File: config.mk
export PLATFORM = sky130hd
export DESIGN_NAME = uart_tx_fifo
export DESIGN_NICKNAME = d
export VERILOG_FILES = /design/src/rtl/uart_tx_fifo.sv
export SDC_FILE = /design/constraint.sdc
export NUM_CORES = 1
export LEC_CHECK = 0
export BUFFER_PORTS_ARGS = -buffer_cell sky130_fd_sc_hd__buf_2
export CAP_MARGIN = 20
export CORE_AREA = 3 3 124 126
export DETAILED_ROUTE_END_ITERATION = 10
export DIE_AREA = 0 0 127 129
export GPL_ROUTABILITY_DRIVEN = 0
export GPL_TIMING_DRIVEN = 0
export PLACE_DENSITY = 0.67
export SLEW_MARGIN = 20
export SYNTH_ARGS = -nofsm -noshare
export SYNTH_HDL_FRONTEND = slang
export SYNTH_SLANG_ARGS = --single-unit
File: constraint.sdc
create_clock -name sys_clk -period 3.23 [get_ports sys_clk]
set_input_delay 0.323 -clock sys_clk [delete_from_list [all_inputs] [get_ports sys_clk]]
set_output_delay 0.323 -clock sys_clk [all_outputs]
set_load 0.02 [all_outputs]
File: src/rtl/uart_tx_fifo.sv
// UART transmitter fed by a DEPTH-entry word FIFO; frames go out back-to-back
// while words are queued. Data width, parity and stop bits are parameters.
//
// state   | meaning
// S_IDLE  | line high, waiting for a queued word
// S_START | start bit (line low)
// S_DATA  | data bits, LSB first
// S_PAR   | parity bit (only when PARITY != 0)
// S_STOP  | STOP_BITS stop bits (line high)
module uart_tx_fifo #(
    parameter int CLK_FREQ  = 100_000_000,
    parameter int UART_BPS  = 115200,
    parameter int DATA_BITS = 8,
    parameter int PARITY    = 0,
    parameter int STOP_BITS = 1,
    parameter int DEPTH     = 16
) (
    input  logic                   sys_clk,
    input  logic                   sys_rst,
    input  logic                   wr_en,
    input  logic [DATA_BITS-1:0]   wr_data,
    output logic                   full,
    output logic                   empty,
    output logic [$clog2(DEPTH):0] level,
    output logic                   overflow,
    output logic                   tx_busy,
    output logic                   uart_txd
);
    localparam int BAUD_DIV = CLK_FREQ / UART_BPS;
    localparam int AW       = $clog2(DEPTH);
    localparam int LW       = AW + 1;
    localparam int BW       = $clog2(BAUD_DIV);
    localparam logic [BW-1:0] BAUD_LAST = BW'(BAUD_DIV - 1);
    localparam logic [3:0]    DATA_LAST = 4'(DATA_BITS - 1);
    localparam logic [3:0]    STOP_LAST = 4'(STOP_BITS - 1);

    typedef enum logic [2:0] {S_IDLE, S_START, S_DATA, S_PAR, S_STOP} state_t;

    logic [DATA_BITS-1:0] mem_q [DEPTH];
    logic [AW-1:0]        wr_ptr_q, wr_ptr_d, rd_ptr_q, rd_ptr_d;
    logic [LW-1:0]        level_q, level_d;
    state_t               state_q, state_d;
    logic [BW-1:0]        baud_q, baud_d;
    logic [3:0]           bit_q, bit_d;
    logic [DATA_BITS-1:0] shift_q, shift_d;
    logic                 par_q, par_d;
    logic                 txd_q, txd_d;
    logic                 wr_acc, pop;
    logic [DATA_BITS-1:0] head;

    assign full     = (level_q == LW'(DEPTH));
    assign empty    = (level_q == '0);
    assign level    = level_q;
    assign overflow = wr_en && full;
    assign tx_busy  = (state_q != S_IDLE);
    assign uart_txd = txd_q;
    assign wr_acc   = wr_en && !full;
    assign head     = mem_q[rd_ptr_q];

    always_comb begin
        wr_ptr_d = wr_ptr_q + AW'(wr_acc);
        rd_ptr_d = rd_ptr_q + AW'(pop);
        level_d  = level_q + LW'(wr_acc) - LW'(pop);
    end

    // Bit timer is a down-counter reloaded with BAUD_LAST; zero marks the end of a bit.
    always_comb begin
        state_d = state_q;
        baud_d  = baud_q;
        bit_d   = bit_q;
        shift_d = shift_q;
        par_d   = par_q;
        pop     = 1'b0;
        txd_d   = 1'b1;
        case (state_q)
            S_IDLE: begin
                if (!empty) pop = 1'b1;
            end
            S_START: begin
                if (baud_q == '0) begin
                    state_d = S_DATA;
                    baud_d  = BAUD_LAST;
                    bit_d   = '0;
                end else begin
                    baud_d = baud_q - 1'b1;
                end
            end
            S_DATA: begin
                if (baud_q == '0) begin
                    baud_d  = BAUD_LAST;
                    shift_d = shift_q >> 1;
                    if (bit_q == DATA_LAST) begin
                        state_d = (PARITY != 0) ? S_PAR : S_STOP;
                        bit_d   = '0;
                    end else begin
                        bit_d = bit_q + 1'b1;
                    end
                end else begin
                    baud_d = baud_q - 1'b1;
                end
            end
            S_PAR: begin
                if (baud_q == '0) begin
                    state_d = S_STOP;
                    baud_d  = BAUD_LAST;
                    bit_d   = '0;
                end else begin
                    baud_d = baud_q - 1'b1;
                end
            end
            S_STOP: begin
                if (baud_q == '0) begin
                    if (bit_q == STOP_LAST) begin
                        if (!empty) pop = 1'b1;
                        else        state_d = S_IDLE;
                    end else begin
                        bit_d  = bit_q + 1'b1;
                        baud_d = BAUD_LAST;
                    end
                end else begin
                    baud_d = baud_q - 1'b1;
                end
            end
            default: state_d = S_IDLE;
        endcase

        // A pop from IDLE or from the last stop bit starts the next frame with no gap.
        if (pop) begin
            state_d = S_START;
            baud_d  = BAUD_LAST;
            shift_d = head;
            par_d   = (PARITY == 1) ? ~^head : ^head;
        end

        case (state_d)
            S_START: txd_d = 1'b0;
            S_DATA:  txd_d = shift_d[0];
            S_PAR:   txd_d = par_d;
            default: txd_d = 1'b1;
        endcase
    end

    always_ff @(posedge sys_clk or posedge sys_rst) begin
        if (sys_rst) begin
            wr_ptr_q <= '0;
            rd_ptr_q <= '0;
            level_q  <= '0;
            state_q  <= S_IDLE;
            baud_q   <= '0;
            bit_q    <= '0;
            shift_q  <= '0;
            par_q    <= 1'b0;
            txd_q    <= 1'b1;
        end else begin
            wr_ptr_q <= wr_ptr_d;
            rd_ptr_q <= rd_ptr_d;
            level_q  <= level_d;
            state_q  <= state_d;
            baud_q   <= baud_d;
            bit_q    <= bit_d;
            shift_q  <= shift_d;
            par_q    <= par_d;
            txd_q    <= txd_d;
        end
    end

    always_ff @(posedge sys_clk) begin
        if (wr_acc) mem_q[wr_ptr_q] <= wr_data;
    end
endmodule

After elaboration in Yosys (flattened, before gate mapping)
Memory sizes are Yosys's and may differ from the RTL's.
Index checks and enable logic that the tools add are counted.
Widths: inputs -> output; s select.
Storage, ports and cells
  memories kept: 1
  register bits after elaboration: 40
  logic and storage cells: 80
  memory bits (writable): 128
Memory list
  mem_q: words 16, width 8, rd ports 1, clocked after memory_dff 0, write ports 1, RTL line 39  | logic [DATA_BITS-1:0] mem_q [DEPTH];
Operators by class
  muxes and demuxes: 31
  reductions and logical operators: 18
  add/subtract/negate cells: 6
  equality and inequality tests: 14
Operators with widths (count)
  $mux 10: 4
  $mux 3: 8
  $mux 8: 3
  $mux 4: 5
  $pmux 10 s2: 1
  $pmux 3 s5: 1
  $eq 3x2->1 const B: 4
  $pmux 4 s3: 1
  $logic_not 10->1: 1
  $sub 10x1->10 const B: 1
  $reduce_bool 3->1: 3
  $add 4x1->4: 2
  $reduce_xor 8->1: 1
  $eq 3x1->1 const B: 2
  $mux 1: 6
  $ne 2x2->1 const B: 3
  $add 5x1->5: 1
  $eq 5x5->1 const B: 1
  $logic_not 5->1: 1
  $reduce_and 5->1: 1
  $sub 5x1->5: 1
  $add 4x1->4 const B: 1
  $eq 4x3->1 const B: 1
  $logic_not 4->1: 1
  other kinds (12): 15

Logic depth before layout (Yosys ltp)
Gate-level depths: netlist of run 1.
  word-level depth: 8
  gate-level depth with buffers: 19
  depth with buffers taken out: 16

Worst setup path before layout of run 1
No wires, ideal clock.
  path type: reg2reg
  start point: register level_q[3], in the netlist level[3]
  end point: register level_q[4], in the netlist level[4]
  arrival time: 3492 ps
  stages on the path, launching flop included: 19
  path slack: -387 ps
  clock period less this slack: 3617 ps
  path buffers: 3
  cell sequence: dfrtp_1 -> inv_1 -> ha_1 -> nor4b_1 -> a2111o_1 -> buf_2 -> inv_1 -> buf_2 -> buf_2 -> ha_1 -> inv_1 -> ha_1 -> inv_1 -> fa_1 -> inv_1 -> a21oi_1 -> nor2_1 -> nor2_1 -> xnor2_1
Between the ends
  longest elaborated chain between the ends: 6
Ends and longest elaborated chain
  start, declared: RTL line 41  | logic [LW-1:0] level_q, level_d;
  start signal, assigned: RTL line 157  | level_q <= level_d;
  $logic_not 5->1 *: RTL line 52  | assign empty = (level_q == '0);
  via empty: RTL line 23  | output logic empty,
  $mux 1 *: RTL line 77, 114
  $mux 1: RTL line 113  | if (bit_q == STOP_LAST) begin
  $mux 1: RTL line 112  | if (baud_q == '0) begin
  $pmux 1 s2 *: RTL line 75  | case (state_q)
  $sub 5x1->5 *: RTL line 63  | level_d = level_q + LW'(wr_acc) - LW'(pop);
  via level_d[4]: RTL line 41
Mark *: on every way through the listed nets, which the timed path passes. The rest lies on a longest branch.
A chain may end at the register's enable or synchronous reset.

Final worst setup path of run 1
  start point: register baud_q[1]
  end point: register level_q[4], in the netlist level[4]
Between the ends
  longest elaborated chain between the ends: 4
Ends and longest elaborated chain
  start, declared: RTL line 43  | logic [BW-1:0] baud_q, baud_d;
  start signal, assigned: RTL line 159  | baud_q <= baud_d;
  $logic_not 10->1: RTL line 112
  $mux 1: RTL line 112
  $pmux 1 s2: RTL line 75
  $sub 5x1->5: RTL line 63
  via level_d[4]: RTL line 41
The timed path passes the listed nets, and every way through them passes these cells.

==> results, run 1 <==
- Setup violations remaining at the end of the flow were counted as 0.
- For met2 alone, demand over resource in global routing was 30.7%.
- The arrival time reported for the critical path endpoint is 3.35 ns.
- In this run the horizontal extent of the chip is 127 microns.
- For this design the total switching power over the nets is 1.42 mW.
- The first global-routing pass estimated 22.5 mm of wire.
- The count of flip-flops with a built-in enable after synthesis is 128.
- By startpoint and endpoint, the worst setup path is classified as reg -> reg.
- The class of the tightest hold or removal check is in -> reg.
- The least setup slack across all paths after layout is 0.189 ns.
- In the layout the commonest cells are sky130_fd_sc_hd__edfxtp_1 (128), sky130_fd_sc_hd__dfrtp_1 (39), sky130_fd_sc_hd__nand2_1 (28), sky130_fd_sc_hd__nor2_1 (27), sky130_fd_sc_hd__mux4_2 (24).
- The net count of the finished layout is 530.
- The share of total power in combinational logic is 13.6%.
- The static leakage power is 2.99 nW.
- In the synthesized netlist the async set-or-reset flop fraction comes to 23.8%.
- The largest fanout on the critical path is 4.
- In this run the cell area of the synthesized design comes to 0.00708 sq mm.
- The CTS H-tree depth is 4.
- Static timing analysis puts the maximum clock frequency at 329 MHz.
- The most used flip-flop cell after synthesis is sky130_fd_sc_hd__edfxtp_1.
- Cells with a size suffix above 1 make up 26.1% of the layout.
- The clock-pin slew of the registers on the worst-case setup and hold paths is 0.07 ns.
- After synthesis, the netlist uses 47 different library cells.
- The core region is 0.0144 sq mm.
- The number of antenna-violating nets in the routed design is 0.
- The critical path data required time is 3.53 ns.
- The number of violations of the max-capacitance limit is 0.
- After detailed placement, the total cell area comes to 0.00751 sq mm.
- The switching portion of total power is 26.1%.
- The share of the cycle needed by the critical path after routing is 94.1%.
- The later-pin clock latency in the skew report is 0.43 ns.
- Before CTS, the worst setup slack after placement is -0.458 ns.
- The slew of the pin with the lowest slew margin is 1.12 ns.
- The routed design has 14.2 mm of wire.
- The mean instance size in the synthesized netlist is 15.7 sq um.
- The synthesized design contains 168 register bits.
- The total nets after synthesis is 475.
- The via count of the first global-routing pass came to 4106.
- The TritonCTS clock tree is built.
- The worst pin sits at a relative slew slack of 25.2%.
- The number of antenna violations at the first check in global routing came to 0.
- The die is 129 microns tall.
- Cell internal power was estimated by the tool at 4.02 mW.
- Counting every instance in the synthesized netlist gives 450.
- The worst vdd rail ir drop is 0.428 mV.
- The flow ran to the end, and the final reports show no timing, DRC or antenna violations.
- The total track usage is 18.5%.
- The layer with the highest usage after global routing is met2.
- In this run, the number of DRC markers left after iteration 0 of detailed routing was 279.
- The finished layout cell area is 0.00823 sq mm.
- In this run the deepest clock path goes through 2 buffers.
- The total clock sinks is 168.
- Clock tree synthesis inserted a total of 17 buffers.
- Between clock sinks in the finished design, the worst skew comes to 0.0122 ns.
- Setup repair after global routing left no endpoint under its margin.
- The number of rows created at floorplan is 44.
- Dividing total power by cell area gives a power density of 661 mW/mm^2.
- The first detailed-routing pass took 5 iterations.
- The tree is rooted in a sky130_fd_sc_hd__clkbuf_16.
- Detailed placement ended at an HPWL of 9.34 mm.
- The share of the Yosys chip area taken by registers is 68.4%.
- The starting utilization of the core area is 49.1%.
- Entering global routing, the biggest net connects 34 pins.
- The count of buffers from port buffering is 20.
- The number of warnings printed during yosys synthesis is 0.
- Compared with the post-synthesis result, the final layout area differs by 16.2%.
- The part of the total power dissipated in sequential elements is 49.3%.
- Using the TritonRoute via totals, the vias-per-cell ratio works out to 5.71.
- The overall power of the completed layout is 5.44 mW.
- Cells fill 57.0% of the core in the end.
- The routed layout has 4006 vias.
- The worst setup path is launched from a flop.
- The library cell used most frequently in the layout, excluding fill and tap cells, is sky130_fd_sc_hd__edfxtp_1.
- The repair_antennas step left the layout with diodes totalling 0.
- The number of max-slew violations in the final report is 0.
- The met3 layer usage reported by global route is 3.99%.
- The clock network is responsible for 37.2% of the overall power.
- The worst setup path is captured at a flop.
- The routed length per placed instance is 20.2 microns.
- The DRC violation count after routing is 0.
- The routing usage on met1 is 24.2%.
- Counting I/O delays and the setup requirement, the final critical path takes 3.04 ns.
- The final hold violation count was 0.
- The remaining global-route overflow is 0.
- In this run the count of I/O pins placed on the die edge is 21.
- The die covers 0.0164 sq mm.
==> power groups by stage <==
stage / Sequential [mW] / Combinational (mW) / Clock [mW]
2_1_floorplan: 2.74 / 0.464 / 0
3_3_place_gp: 2.71 / 0.684 / 0
3_5_place_dp: 2.72 / 0.741 / 0
4_1_cts: 2.68 / 0.749 / 2.05
5_1_grt: 2.70 / 0.815 / 2.14
6_report: 2.68 / 0.737 / 2.02
==> what timing repair did <==
action                     in CTS  in global routing
cloned                          0                  0
buffers inserted                6                  5
gates resized for setup        12                  5
pin swaps                       1                  3
setup endpoints to repair       4                  2
hold buffers                    1                  0
hold endpoints to repair        7                  0
==> routing by layer <==
| layer | wire [microns] | vias up |
|---|---|---|
| met5 | 0 | - |
| met4 | 304 | 0 |
| met3 | 601 | 22 |
| met2 | 7210 | 100 |
| met1 | 6080 | 2058 |
| li1 | - | 1826 |
==> final timing paths <==
check                      depth (start not counted)  slack (ns)     endpoint        start
min                                                1        0.28  mem_q[5][2]   wr_data[2]
min reg2reg                                        1        0.51  rd_ptr_q[1]  rd_ptr_q[1]
min in group asynchronous                          3        0.36  wr_ptr_q[0]      sys_rst
max in group asynchronous                          4        2.37     uart_txd      sys_rst
max reg2reg                                       18        0.19     level[4]    baud_q[1]
max                                               18        0.19     level[4]    baud_q[1]
==> worst max-delay path, stage by stage (launching register included) <==
cell                       delay [ns]
sky130_fd_sc_hd__dfrtp_1         0.38
sky130_fd_sc_hd__inv_1           0.07
sky130_fd_sc_hd__ha_2            0.18
sky130_fd_sc_hd__nor3b_4         0.21
sky130_fd_sc_hd__nand4_1         0.13
sky130_fd_sc_hd__a2111o_1        0.40
sky130_fd_sc_hd__buf_6           0.13
sky130_fd_sc_hd__inv_2           0.05
sky130_fd_sc_hd__buf_6           0.11
sky130_fd_sc_hd__ha_1            0.24
sky130_fd_sc_hd__inv_1           0.07
sky130_fd_sc_hd__ha_2            0.17
sky130_fd_sc_hd__inv_1           0.05
sky130_fd_sc_hd__fa_2            0.34
sky130_fd_sc_hd__inv_1           0.06
sky130_fd_sc_hd__a21oi_1         0.05
sky130_fd_sc_hd__nor2_1          0.10
sky130_fd_sc_hd__nor2_1          0.06
sky130_fd_sc_hd__xnor2_1         0.11
==> state kept, by name, summed over array words and instances, names as in the netlist <==
signal    cells
mem_q       128
baud_q       10
shift_q       8
level         5
bit_q         4
rd_ptr_q      4
wr_ptr_q      4
state_q       3
par_q         1
uart_txd      1
==> final cells by class <==
cell class	count	area (sq um)
buffer	18	100
clock buffer	18	429
clock inverter	14	159
fill	1121	6200
inverter	15	56.3
multi-input combinational	248	2160
sequential	168	4850
tap	184	230
timing repair buffer	37	243
==> logic make-up (layout without fill, tap and decap cells) <==
kind of cell / Yosys count / after routing / share of synthesized area, %
AOI/OAI and AO/OA: 54 / 54 / 4.54
xor gates and xnor gates: 21 / 21 / 2.60
adders and majority gates: 14 / 14 / 2.58
buffers and inverters: 34 / 102 / 2.10
DFF: 168 / 168 / 68.4
muxes: 57 / 57 / 12.6
and+or+nand+nor: 102 / 102 / 7.17
==> Yosys cell counts (8+ instances only) <==
master | instances | share of area, %
sky130_fd_sc_hd__edfxtp_1 | 128 | 54
sky130_fd_sc_hd__dfrtp_1 | 39 | 14
sky130_fd_sc_hd__nand2_1 | 28 | 1.5
sky130_fd_sc_hd__nor2_1 | 27 | 1.4
sky130_fd_sc_hd__mux4_2 | 24 | 7.6
sky130_fd_sc_hd__o21ai_0 | 20 | 1.4
sky130_fd_sc_hd__mux2i_1 | 17 | 2.4
sky130_fd_sc_hd__mux2_2 | 16 | 2.5
sky130_fd_sc_hd__inv_1 | 15 | 0.79
sky130_fd_sc_hd__xnor2_1 | 14 | 1.7
sky130_fd_sc_hd__ha_1 | 13 | 2.3
sky130_fd_sc_hd__o22ai_1 | 13 | 1.1
sky130_fd_sc_hd__clkbuf_1 | 10 | 0.53
sky130_fd_sc_hd__nor3_1 | 10 | 0.71
sky130_fd_sc_hd__a21oi_1 | 8 | 0.57
sky130_fd_sc_hd__nand3_1 | 8 | 0.57
==> per-stage QoR <==
| stage | cells | TNS, ns | hold WS (ns) |
|---|---|---|---|
| after floorplan | 450 | 0 | 0.422 |
| after global placement | 654 | -0.543 | 0.473 |
| after detailed placement | 659 | -1.03 | 0.252 |
| after CTS | 698 | 0 | 0.260 |
| after global routing | 702 | 0 | 0.277 |
| final | 702 | 0 | 0.278 |
(Power assumes the default switching activity.)
==> inputs of run 2 (changes only) <==
--- a/config.mk
+++ b/config.mk
@@ -7,9 +7,9 @@
 export LEC_CHECK = 0
 export BUFFER_PORTS_ARGS = -buffer_cell sky130_fd_sc_hd__buf_2
 export CAP_MARGIN = 20
-export CORE_AREA = 3 3 124 126
+export CORE_AREA = 2 2 123 125
 export DETAILED_ROUTE_END_ITERATION = 10
-export DIE_AREA = 0 0 127 129
+export DIE_AREA = 0 0 125 127
 export GPL_ROUTABILITY_DRIVEN = 0
 export GPL_TIMING_DRIVEN = 0
 export PLACE_DENSITY = 0.67
==> results, run 2 (synthesis results as in run 1) <==
- The flip-flop count of the largest register after layout is 128.
- The final-report setup violation count is 0.
- The post-detailed-routing wire length is 13.6 mm.
- In the final routed layout, each cell accounts on average for 19.5 microns.
- After legalization and detailed placement, the total HPWL measured 9.17 mm.
- The area of the die is 0.0159 sq mm.
- The total number of vias is 3920.
- After detailed routing, no signal wire sits above met4.
- For this design the ratio of total power to cell area is 663 mW/mm^2.
- The starting utilization of the core area is 49.1%.
- The later-pin clock latency in the skew report is 0.44 ns.
- Per report_power, the sequential group accounts for 49.2% of the total.
- The final hold violation count was 0.
- The shortest clock period the worst path allows after layout is 3.05 ns.
- The static leakage power is 2.98 nW.
- The via count of the first global-routing pass came to 4006.
- The area of the core is 0.0144 sq mm.
- The run finished with clean final reports.
- Headroom to the max-slew limit came out at 25.7%.
- STA puts the critical path data arrival time at 3.36 ns.
- The nature of the critical path startpoint is a flop.
- The library cells used most frequently in the layout, excluding fill and tap cells, are sky130_fd_sc_hd__edfxtp_1 (128), sky130_fd_sc_hd__dfrtp_1 (39), sky130_fd_sc_hd__nand2_1 (28), sky130_fd_sc_hd__nor2_1 (27), sky130_fd_sc_hd__mux4_2 (24).
- The overall power of the completed layout is 5.45 mW.
- The critical path data required time is 3.54 ns.
- The number of antenna diodes in the final layout is 0.
- The largest registers in the layout are mem_q x128, baud_q x10, shift_q x8.
- Leaving out fill and tap cells, the most frequent cell in the layout is sky130_fd_sc_hd__edfxtp_1.
- The number of I/O pins is 21.
- The DRC violation count after routing is 0.
- The final design utilization is 57.0%.
- Setup repair after global routing left no endpoint under its margin.
- The largest register by flop count is mem_q.
- For this design the total switching power over the nets is 1.48 mW.
- STA classifies the critical path endpoint as a flop.
- IR analysis of the VDD net gives a maximum drop of 0.387 mV.
- The final critical path takes up 94.4% of the cycle.
- The number of antenna-violating nets in the routed design is 0.
- The proportion of power drawn by the clock network is 37.3%.
- During placement, the flow inserted port buffers numbering 20.
- The worst hold slack is 0.264 ns.
- The detailed router finished its first iteration with 342 violations.
- The CTS H-tree depth is 4.
- The share of layout cells above drive strength 1 is 25.1%.
- For this run, the total global-route usage over all layers was measured as 18.2%.
- The share of total power in combinational logic is 13.5%.
- The detailed-routed wire length on met3 is 671 microns.
- Cell internal power was estimated by the tool at 3.97 mW.
- The remaining global-route overflow is 0.
- The setup path with the least slack is of type reg -> reg.
- TritonCTS built the clock tree.
- The wire length on met1 is 6.16 mm.
- The wire length on met2 is 6.67 mm.
- The clock-pin slew of the registers on the worst-case setup and hold paths is 0.07 ns.
- The tool flagged a number of max-cap violations equal to 0.
- The TritonCTS buffer count is 17.
- The number of rows created at floorplan is 44.
- The root buffer selected by CTS is sky130_fd_sc_hd__clkbuf_16.
- The wire length of the first global-routing pass is 21.8 mm.
- The highest achievable clock rate is 328 MHz.
- The height of the die is 127 microns.
- The synthesis-to-layout area growth is 16.1%.
- Entering global routing, the biggest net connects 34 pins.
- The detailed-routing iteration count for the pre-antenna-repair pass is 5.
- At the pin with the least slew margin, the transition time is 1.11 ns.
- The switching portion of total power is 27.1%.
- The path class of the tightest hold or removal check is in -> reg.
- Along the worst path, the maximum fanout reaches 10.
- After the last flow step, the layout net total stands at 526.
- The tree built by TritonCTS fans out to 168 sinks.
- Measured along the x axis, the die boundary spans 125 microns.
- The number of max-slew violations in the final report came to 0.
- In the routed layout, each cell is associated on average with a via count of 5.62.
- The clock passes through at most 2 buffers.
- The number of antenna violations at the first check in global routing is 0.
- Between clock sinks in the finished design, the worst skew comes to 0.0113 ns.
## run 2: metal layers
layer  GRT usage (%)  vias up
li1                -     1818
met1            24.8     1981
met2            29.6      106
met3            4.44       15
met4            5.42        0
met5               0        -
## run 2: area by class of cell
class	instances	area, sq um
Buffer	18	104
Clock buffer	17	425
Clock inverter	15	174
Fill cell	1137	6200
Inverter	15	56.3
Multi-Input combinational cell	248	2170
Sequential cell	168	4850
Tap cell	184	230
Timing Repair Buffer	33	213
## run 2: timing repair
action	CTS	global route
gates cloned	0	0
hold endpoints to repair	7	0
buffers inserted	6	2
setup endpoints to repair	4	2
hold buffers	1	0
resized for setup	11	5
pin swaps	0	2
## run 2: path summary, 6_finish.rpt
path	start	endpoint	slack [ns]	cells after the start
setup / recovery	baud_q[3]	level[4]	0.18	16
hold / removal	wr_data[2]	mem_q[2][2]	0.26	1
setup reg to reg	baud_q[3]	level[4]	0.18	16
hold reg to reg	par_q	par_q	0.51	2
max in group asynchronous	sys_rst	uart_txd	2.39	4
min in group asynchronous	sys_rst	level[4]	0.35	3
## run 2: per-stage QoR
stage | std cells | TNS (ns) | cell area (sq um) | worst slack, ns
global route | 698 | 0 | 8220 | 0.00684
detailed placement | 658 | -1.01 | 7500 | -0.450
CTS | 697 | 0 | 8200 | 0.00701
floorplan | 450 | 0 | 7110 | 0.0000862
global placement | 654 | -0.566 | 7440 | -0.362
finish | 698 | 0 | 8220 | 0.182
## run 2: power by group through the flow
| stage | registers, mW | clock network [mW] | logic, mW |
|---|---|---|---|
| 4_1_cts | 2.68 | 2.05 | 0.738 |
| 3_5_place_dp | 2.72 | 0 | 0.732 |
| 5_1_grt | 2.70 | 2.15 | 0.825 |
| 2_1_floorplan | 2.74 | 0 | 0.464 |
| 6_report | 2.68 | 2.03 | 0.736 |
| 3_3_place_gp | 2.71 | 0 | 0.678 |
## run 2: critical path, stage by stage (launching register included)
cell	delay [ns]
sky130_fd_sc_hd__dfrtp_1	0.46
sky130_fd_sc_hd__nor4_4	0.36
sky130_fd_sc_hd__nand4_1	0.15
sky130_fd_sc_hd__a2111o_1	0.40
sky130_fd_sc_hd__buf_6	0.15
sky130_fd_sc_hd__inv_2	0.07
sky130_fd_sc_hd__buf_8	0.11
sky130_fd_sc_hd__ha_1	0.22
sky130_fd_sc_hd__inv_1	0.06
sky130_fd_sc_hd__ha_2	0.17
sky130_fd_sc_hd__inv_1	0.06
sky130_fd_sc_hd__fa_2	0.36
sky130_fd_sc_hd__inv_1	0.06
sky130_fd_sc_hd__a21oi_1	0.05
sky130_fd_sc_hd__nor2_1	0.08
sky130_fd_sc_hd__nor2_1	0.05
sky130_fd_sc_hd__xnor2_1	0.11
